### src/rtl/spmv_pkg.sv
// Shared types and constants for the SpMV row issuer front end.
package spmv_pkg;

    localparam int DATA_W_DEF = 64;
    localparam int IDX_W_DEF  = 32;
    localparam int ROW_W_DEF  = 32;

    localparam logic [63:0] DBL_ZERO = 64'h0;

    typedef enum logic [2:0] {
        IDLE  = 3'd0,
        BASE  = 3'd1,
        NEXT  = 3'd2,
        PAIRS = 3'd3,
        FIN   = 3'd4
    } state_e;

endpackage

### src/rtl/axis_reg_slice.sv
// One-entry valid/ready holding register; the owner decides when to load it.
module axis_reg_slice #(
    parameter int W = 64
) (
    input  logic         clk,
    input  logic         rst,
    input  logic         load_i,
    input  logic [W-1:0] data_i,
    input  logic         ready_i,
    output logic         valid_o,
    output logic [W-1:0] data_o,
    output logic         free_o
);

    logic         valid_q;
    logic [W-1:0] data_q;

    // A slot may be refilled in the same cycle its current beat drains.
    assign free_o  = !valid_q || ready_i;
    assign valid_o = valid_q;
    assign data_o  = data_q;

    // Holding register: load wins over drain, data held while valid.
    always_ff @(posedge clk or posedge rst) begin
        if (rst) begin
            valid_q <= 1'b0;
            data_q  <= '0;
        end else if (load_i) begin
            valid_q <= 1'b1;
            data_q  <= data_i;
        end else if (ready_i) begin
            valid_q <= 1'b0;
        end
    end

endmodule

### src/rtl/spmv_row_issuer.sv
// CSR row-pointer to TIMES converter that forwards VAL/VEC as lockstep A/B pairs.
// Define SPMV_EMPTY_ROW_PAD_EN to turn empty rows into one 0.0 x 0.0 pad pair.
module spmv_row_issuer
    import spmv_pkg::*;
#(
    parameter int DATA_W = DATA_W_DEF,
    parameter int IDX_W  = IDX_W_DEF,
    parameter int ROW_W  = ROW_W_DEF
) (
    input  logic              clk,
    input  logic              rst,
    input  logic              start,
    input  logic [ROW_W-1:0]  num_rows,
    output logic              busy,
    output logic              done,
    output logic              err_ptr,
    input  logic [IDX_W-1:0]  S_AXIS_ROWPTR_tdata,
    input  logic              S_AXIS_ROWPTR_tvalid,
    output logic              S_AXIS_ROWPTR_tready,
    input  logic [DATA_W-1:0] S_AXIS_VAL_tdata,
    input  logic              S_AXIS_VAL_tvalid,
    output logic              S_AXIS_VAL_tready,
    input  logic [DATA_W-1:0] S_AXIS_VEC_tdata,
    input  logic              S_AXIS_VEC_tvalid,
    output logic              S_AXIS_VEC_tready,
    output logic [DATA_W-1:0] M_AXIS_A_tdata,
    output logic              M_AXIS_A_tvalid,
    input  logic              M_AXIS_A_tready,
    output logic [DATA_W-1:0] M_AXIS_B_tdata,
    output logic              M_AXIS_B_tvalid,
    input  logic              M_AXIS_B_tready,
    output logic [IDX_W-1:0]  M_AXIS_TIMES_tdata,
    output logic              M_AXIS_TIMES_tvalid,
    input  logic              M_AXIS_TIMES_tready
);

    state_e             state_q, state_d;
    logic [ROW_W-1:0]   rows_left_q, rows_left_d;
    logic [IDX_W-1:0]   prev_q, prev_d;
    logic [IDX_W-1:0]   pairs_left_q, pairs_left_d;
    logic               pad_q, pad_d;
    logic               err_q, err_d;
    logic               busy_q, busy_d;
    logic               done_q, done_d;

    logic               a_free_s, b_free_s, times_free_s;
    logic               times_load_s, pair_load_s;
    logic [IDX_W-1:0]   times_din_s, len_s, row_cnt_s;
    logic               ptr_bad_s, src_ok_s;
    logic               rowptr_ready_s, src_ready_s;
    logic [DATA_W-1:0]  a_din_s, b_din_s;

    // A non-monotonic pointer yields an empty row rather than a huge wrapped count.
    assign ptr_bad_s = S_AXIS_ROWPTR_tdata < prev_q;
    assign len_s     = ptr_bad_s ? '0 : (S_AXIS_ROWPTR_tdata - prev_q);
`ifdef SPMV_EMPTY_ROW_PAD_EN
    assign row_cnt_s = (len_s == '0) ? IDX_W'(1) : len_s;
`else
    assign row_cnt_s = len_s;
`endif
    assign src_ok_s  = pad_q || (S_AXIS_VAL_tvalid && S_AXIS_VEC_tvalid);
    assign a_din_s   = pad_q ? DATA_W'(DBL_ZERO) : S_AXIS_VAL_tdata;
    assign b_din_s   = pad_q ? DATA_W'(DBL_ZERO) : S_AXIS_VEC_tdata;

    // Next-state and handshake decode for the row/pair sequencer.
    always_comb begin
        state_d        = state_q;
        rows_left_d    = rows_left_q;
        prev_d         = prev_q;
        pairs_left_d   = pairs_left_q;
        pad_d          = pad_q;
        err_d          = err_q;
        busy_d         = busy_q;
        done_d         = 1'b0;
        rowptr_ready_s = 1'b0;
        src_ready_s    = 1'b0;
        times_load_s   = 1'b0;
        times_din_s    = '0;
        pair_load_s    = 1'b0;
        case (state_q)
            IDLE: begin
                if (start) begin
                    rows_left_d = num_rows;
                    err_d       = 1'b0;
                    busy_d      = 1'b1;
                    state_d     = (num_rows == '0) ? FIN : BASE;
                end else begin
                    state_d = IDLE;
                end
            end
            BASE: begin
                rowptr_ready_s = 1'b1;
                if (S_AXIS_ROWPTR_tvalid) begin
                    prev_d  = S_AXIS_ROWPTR_tdata;
                    state_d = NEXT;
                end else begin
                    state_d = BASE;
                end
            end
            NEXT: begin
                rowptr_ready_s = times_free_s;
                if (times_free_s && S_AXIS_ROWPTR_tvalid) begin
                    prev_d       = S_AXIS_ROWPTR_tdata;
                    err_d        = err_q || ptr_bad_s;
                    times_load_s = 1'b1;
                    times_din_s  = row_cnt_s;
                    pairs_left_d = row_cnt_s;
                    pad_d        = (len_s == '0);
                    rows_left_d  = rows_left_q - ROW_W'(1);
                    if (row_cnt_s != '0) begin
                        state_d = PAIRS;
                    end else begin
                        state_d = (rows_left_q == ROW_W'(1)) ? FIN : NEXT;
                    end
                end else begin
                    state_d = NEXT;
                end
            end
            PAIRS: begin
                // VAL and VEC only ever move together; pad pairs move neither.
                if (a_free_s && b_free_s && src_ok_s) begin
                    pair_load_s  = 1'b1;
                    src_ready_s  = !pad_q;
                    pad_d        = 1'b0;
                    pairs_left_d = pairs_left_q - IDX_W'(1);
                    if (pairs_left_q == IDX_W'(1)) begin
                        state_d = (rows_left_q == '0) ? FIN : NEXT;
                    end else begin
                        state_d = PAIRS;
                    end
                end else begin
                    state_d = PAIRS;
                end
            end
            FIN: begin
                if (!M_AXIS_A_tvalid && !M_AXIS_B_tvalid && !M_AXIS_TIMES_tvalid) begin
                    done_d  = 1'b1;
                    busy_d  = 1'b0;
                    state_d = IDLE;
                end else begin
                    state_d = FIN;
                end
            end
            default: begin
                state_d = IDLE;
            end
        endcase
    end

    // Sequencer state and status registers.
    always_ff @(posedge clk or posedge rst) begin
        if (rst) begin
            state_q      <= IDLE;
            rows_left_q  <= '0;
            prev_q       <= '0;
            pairs_left_q <= '0;
            pad_q        <= 1'b0;
            err_q        <= 1'b0;
            busy_q       <= 1'b0;
            done_q       <= 1'b0;
        end else begin
            state_q      <= state_d;
            rows_left_q  <= rows_left_d;
            prev_q       <= prev_d;
            pairs_left_q <= pairs_left_d;
            pad_q        <= pad_d;
            err_q        <= err_d;
            busy_q       <= busy_d;
            done_q       <= done_d;
        end
    end

    assign busy                 = busy_q;
    assign done                 = done_q;
    assign err_ptr              = err_q;
    assign S_AXIS_ROWPTR_tready = rowptr_ready_s;
    assign S_AXIS_VAL_tready    = src_ready_s;
    assign S_AXIS_VEC_tready    = src_ready_s;

    axis_reg_slice #(.W(DATA_W)) u_a_slice (
        .clk     (clk),
        .rst     (rst),
        .load_i  (pair_load_s),
        .data_i  (a_din_s),
        .ready_i (M_AXIS_A_tready),
        .valid_o (M_AXIS_A_tvalid),
        .data_o  (M_AXIS_A_tdata),
        .free_o  (a_free_s)
    );

    axis_reg_slice #(.W(DATA_W)) u_b_slice (
        .clk     (clk),
        .rst     (rst),
        .load_i  (pair_load_s),
        .data_i  (b_din_s),
        .ready_i (M_AXIS_B_tready),
        .valid_o (M_AXIS_B_tvalid),
        .data_o  (M_AXIS_B_tdata),
        .free_o  (b_free_s)
    );

    axis_reg_slice #(.W(IDX_W)) u_times_slice (
        .clk     (clk),
        .rst     (rst),
        .load_i  (times_load_s),
        .data_i  (times_din_s),
        .ready_i (M_AXIS_TIMES_tready),
        .valid_o (M_AXIS_TIMES_tvalid),
        .data_o  (M_AXIS_TIMES_tdata),
        .free_o  (times_free_s)
    );

endmodule

### config.mk
export PLATFORM = sky130hd
export DESIGN_NAME = spmv_row_issuer
export DESIGN_NICKNAME = d
export VERILOG_FILES = /design/src/rtl/spmv_pkg.sv /design/src/rtl/axis_reg_slice.sv /design/src/rtl/spmv_row_issuer.sv
export SDC_FILE = /design/constraint.sdc
export NUM_CORES = 1
export LEC_CHECK = 0
export BUFFER_PORTS_ARGS = -buffer_cell sky130_fd_sc_hd__buf_4
export CAP_MARGIN = 20
export CORE_MARGIN = 10
export CORE_UTILIZATION = 49
export DETAILED_ROUTE_END_ITERATION = 16
export HOLD_SLACK_MARGIN = 0.08
export PLACE_DENSITY_LB_ADDON = 0.12
export SKIP_CTS_REPAIR_TIMING = 1
export SLEW_MARGIN = 20
export SYNTH_ARGS = -nofsm -noshare
export SYNTH_HDL_FRONTEND = slang
export SYNTH_SLANG_ARGS = --single-unit
### constraint.sdc
create_clock -name clk -period 9.1 [get_ports clk]
set_clock_uncertainty 0.1 [all_clocks]
set_input_delay 1.82 -clock clk [delete_from_list [all_inputs] [get_ports clk]]
set_output_delay 1.82 -clock clk [all_outputs]
set_load 0.05 [all_outputs]
# After elaboration in Yosys (flattened, before gate mapping)
# Index checks and enable logic that the tools add are counted.
[totals]
ff_bits = 266
in_bits = 201
out_inout_bits = 169
elab_cells = 109
[op_classes]
n_addsub = 3
order_cmp = 1
eq_ne = 11
n_mux = 49
n_reduce_logical = 31
[ops]
columns = ["cell", "count"]
rows = [
  ["$mux W32", 9],
  ["$pmux W32 S2", 3],
  ["$mux W64", 2],
  ["$logic_not A32 Y1", 3],
  ["$eq A32 B1 Y1 const B", 2],
  ["$sub A32 B1 Y32 const B", 2],
  ["$lt A32 B32 Y1", 1],
  ["$reduce_bool A32 Y1", 1],
  ["$sub A32 B32 Y32", 1],
  ["$mux W3", 9],
  ["$mux W1", 20],
  ["$pmux W3 S5", 1],
  ["$reduce_bool A2 Y1", 7],
  ["$reduce_and A3 Y1", 4],
  ["$ne A2 B2 Y1 const B", 5],
  ["$pmux W1 S2", 4],
  ["$eq A3 B2 Y1 const B", 2],
  ["$logic_and A1 B1 Y1", 6],
  ["$logic_or A1 B1 Y1", 5],
  ["$logic_not A1 Y1", 4],
  ["$eq A3 B1 Y1 const B", 1],
  ["$eq A3 B3 Y1 const B", 1],
  ["$logic_not A3 Y1", 1],
  ["$mux W2", 1],
]

# Depth between registers and ports, before layout
[logic_depth]
word_depth = 7
depth_mapped = 14
mapped_depth_nobuf = 13

# Modules after synthesis
# Synthesis repeated with hierarchy kept, for this count alone.
[hier_totals]
cells_unflattened = 1592
area_unflattened_um2 = 15722.6
[by_module_without_submodules]
columns = ["mod", "n_inst", "cells_per_inst", "area_per_inst_um2", "seq_area_each_um2"]
rows = [
  ["spmv_row_issuer", 1, 1242, 9100.0, 2577.5],
  ["axis_reg_slice at u_a_slice ...", 2, 139, 2620.0, 1626.6],
  ["axis_reg_slice at u_times_slice", 1, 72, 1382.6, 825.8],
]

# Worst setup path after synthesis
# OpenSTA, ideal clock, no wires.
[synth_path]
kind = "in2out"
from = "input M_AXIS_A_tready"
to = "output S_AXIS_VEC_tready"
t_arrival_ns = 3.845
required_ns = 7.180
path_slack_ns = 3.335
path_stages = 7
path_buffers = 3
cell_sequence = "inv_1 -> a221oi_1 -> nand2_1 -> clkbuf_1 -> clkbuf_1 -> nor2_1 -> buf_4"
[synth_via]
elab_chain_cells = 5
[synth_rtl]
columns = ["element", "line_no", "rtl"]
rows = [
  ["start, declared", "spmv_row_issuer.sv:28", "input logic M_AXIS_A_tready,"],
  ["$logic_or A1 B1 Y1", "axis_reg_slice.sv:19", "assign free_o = !valid_q || ready_i;"],
  ["$logic_and A1 B1 Y1 (2 in a row)", "spmv_row_issuer.sv:121", "if (a_free_s && b_free_s && src_ok_s) begin"],
  ["$mux W1", "spmv_row_issuer.sv:121", ""],
  ["$mux W1", "spmv_row_issuer.sv:80", "case (state_q)"],
  ["end, declared", "spmv_row_issuer.sv:25", "output logic S_AXIS_VEC_tready,"],
]
# Every way passes these cells.

# Worst setup path in the final report
[layout_path]
from = "input M_AXIS_A_tready"
to = "output S_AXIS_VAL_tready"
[layout_via]
elab_chain_cells = 5
[layout_rtl]
columns = ["element", "line_no", "rtl"]
rows = [
  ["$logic_or A1 B1 Y1", "axis_reg_slice.sv:19", ""],
  ["$logic_and A1 B1 Y1 (2 in a row)", "spmv_row_issuer.sv:121", ""],
  ["$mux W1", "spmv_row_issuer.sv:121", ""],
  ["$mux W1", "spmv_row_issuer.sv:80", ""],
  ["end, declared", "spmv_row_issuer.sv:22", "output logic S_AXIS_VAL_tready,"],
]
# Every way passes these cells.

==> flow_summary.yaml <==
routing:
  vias_per_cell: 5.613
  wl_met2_mm: 23.17
  wl_per_cell_um: 19.91
  dr_wl_met3_mm: 3.488
  drc: 0
  dr.pass1.iters: 6
  drt-met1-wl_mm: 20.06
  wl_mm: 47.83
  vias: 13480
  ant_nets: 0
  top_layer: "met4"
  drt_iter0_markers: 1253
synth:
  yosysUniqueCellTypes: 83
  yosys_warnings: 0
  synth_area_um2: 14400
  syn_nets: 1919
  seq_area_frac_synth_pct: 46.23
  synth_edf_count: 0
  synth-async-reset-ratio_pct: 100.0
  synth-seq-cells: 266
  synth.avg_cell_area_um2: 8.570
  yosys-top-cells-area: "dfrtp_1 46%, nand2_1 11%, nand3b_1 6.9%"
  synth_top_area_share_pct: 46.23
  synth_ff_type: "dfrtp_1"
  syn_inst: 1680
  yosysTopAreaCell: "dfrtp_1"
power_and_ir_drop:
  p_leak_nw: 9.035
  peakVddDrop_v: 0.0002206
  switching_share_pct: 49.52
  power.switching_w: 0.003729
  intPower_w: 0.003802
  seqPwrFrac_pct: 26.7
  p_clk_share_pct: 17.6
  p_comb_share_pct: 55.7
  power_density_nw_per_um2: 407.4
  total_power_w: 0.007531
finish:
  final_util_pct: 64.07
  final_common_cell: "nand2_1"
  insertedDiodeCount: 0
  syn2layout_area_growth_pct: 28.41
  layout_common_cells: "424 x nand2_1, 381 x buf_4, 265 x dfrtp_1"
  nets: 2233
  drive_above_1_share_pct: 23.29
  nFillCells: 2516
sta:
  drv_slew: 0
  hold_slack_ps: 364.4
  min_period_ps: 5921
  hold_viol: 0
  final-setup-viol-count: 0
  finalCritPeriodShare_pct: 65.06
  worstMarginPinSlew_ps: 1094
  layout_setup_ws_ps: 3179
  rsz0062_at_grt: "false"
  totalNegativeSetupSlack_ps: 0
  max_freq_ghz: 0.1689
  slew_headroom_pct: 26.89
floorplanning:
  fp.dieArea_um2: 36640
  io-pin-count: 370
  rows: 62
  dieWidth_um: 191.4
  start_util_pct: 49.89
  core_um2: 28860
  die_h_um: 191.4
critical_path:
  crit_fanout: 68
  cp-start-kind: "input pin"
  path_buf_inv: 3
  crit_chain: "buf_4, inv_1, a221oi_1, nand2_4, nor2_1, buf_4"
  cp.arrival_ps: 4000
  cp_slowest_cell: "a221oi_1"
  path_delay_family: "simple AND/OR/NAND/NOR gates"
  cp.required_ps: 7180
  max_stage_delay_ps: 770
  path_class: "input pin to output pin"
  end_kind: "output pin"
  crit_path_frequent_cell: "buf_4"
flow_run:
  drv_cap: 0
placed_design:
  portBuffers: 369
  post-place-ws_ps: 3197
  hpwl_mm: 34.94
  place.gp.congestion: 0.9266
clock_tree:
  clockRootBuffer: "clkbuf_16"
  cts_tree: "done"
  h-tree-depth: 1
  clock_latency_ps: 570
  cts_sinks: 266
  clk_pin_slew_ps: 60
  clk_path_buf_depth: 3
  cts_buffers: 31
global_routing:
  grt_pass1_wl_mm: 74.09
  grt_pass1_vias: 13160
  grt_start_max_net_pins: 186
  grt_overflow: 0
  antenna_found_initial: 0
  grt_usage_pct: 24.91
min_path:
  worstHoldPathType: "register to register"
status:
  status: "finished clean"
## through the flow
step / cells / instance area, um^2
after floorplan: 1680 / 14400
after global placement: 2344 / 17370
after detailed placement: 2344 / 17370
after CTS: 2401 / 18470
after global routing: 2402 / 18490
final: 2402 / 18490
## Yosys cell counts (5+ instances only)
library cell,instances
xnor2_1,9
o21a_1,9
nand3_1,26
buf_1,8
nor3_1,40
xor2_1,9
o311ai_0,5
nor2_1,88
nor4_1,26
and2_1,9
a21o_1,14
nand3b_1,132
o21ai_1,11
a31oi_1,6
o211ai_1,12
clkbuf_1,77
and3_1,12
buf_2,12
a32oi_1,5
a22oi_1,10
o21ai_0,129
o31ai_1,5
a22o_1,7
nand4_1,11
or3_1,12
or4_1,5
a211oi_1,7
nand2_1,426
inv_1,48
o21bai_1,6
nand2b_1,13
a21oi_1,84
a221o_1,8
o221ai_1,7
dfrtp_1,266
nor2b_1,13
ha_1,37
and4_1,5
## metal layers
layer | GRT usage [%] | vias to the layer above
li1 | - | 6489
met1 | 32.48 | 6462
met2 | 41.51 | 459
met3 | 5.157 | 73
met4 | 6.130 | 0
met5 | 0 | -
## state kept, by name (all words and copies together), names as in the netlist
signal	cells
u_times_slice.valid_o	1
u_b_slice.valid_o	1
done	1
prev_q	32
u_a_slice.valid_o	1
busy	1
u_times_slice.data_o	32
pad_q	1
rows_left_q	32
err_ptr	1
u_b_slice.data_o	64
pairs_left_q	32
u_a_slice.data_o	64
state_q	3
## area by class of cell
| cell class | count | area [um^2] | share of cell area [%] |
|---|---|---|---|
| tap | 384 | 480.5 | 2.599 |
| sequential | 266 | 6658 | 36.01 |
| timing repair buffer | 383 | 2900 | 15.69 |
| clock buffer | 43 | 910.9 | 4.927 |
| clock inverter | 14 | 191.4 | 1.035 |
| inverter | 48 | 183.9 | 0.9949 |
| multi-input combinational | 1264 | 7163 | 38.75 |
## kinds of logic after synthesis
logic type | count (synthesis) | synth area share (%)
XOR/XNOR | 18 | 1.095
multiplexers | 5 | 0.3563
AND/OR/NAND/NOR | 837 | 28.43
flip-flops | 266 | 46.23
buffers and inverters | 150 | 4.197
adder cells (fa/ha/maj) | 38 | 3.354
AO/OA/AOI/OAI | 366 | 16.33
## worst reg2reg max path, cell delays in order (launching register included)
cell and delay [ps]:
dfrtp_1 390, ha_1 210, fa_1 400, nand2b_1 190
a211oi_2 280, o31a_1 270, o311a_1 290, nor2_1 90
o31ai_1 460, a21o_1 420, nand2_1 410, o221ai_1 350
## final timing paths
check | from | end | slack [ps] | cells past startpoint
worst max-delay path | M_AXIS_A_tready | S_AXIS_VAL_tready | 3180 | 6
worst min-delay path | u_a_slice.data_o[19] | u_a_slice.data_o[19] | 360 | 2
worst max register to register | prev_q[0] | pairs_left_q[0] | 5150 | 11
worst min register to register | u_a_slice.data_o[19] | u_a_slice.data_o[19] | 360 | 2
max in group asynchronous | rst | u_b_slice.data_o[63] | 6150 | 4
min in group asynchronous | rst | u_b_slice.data_o[29] | 1450 | 3
## power by group through the flow
stage | Clock, W | Sequential (W) | Combinational, W
finish | 0.00133 | 0.00201 | 0.00419
global route | 0.00140 | 0.00207 | 0.00455
detailed placement | 0 | 0.00202 | 0.00417
global placement | 0 | 0.00200 | 0.00411
CTS | 0.00135 | 0.00201 | 0.00418
floorplan | 0 | 0.00295 | 0.00197
No activity file was read; power rests on OpenSTA's default activity.
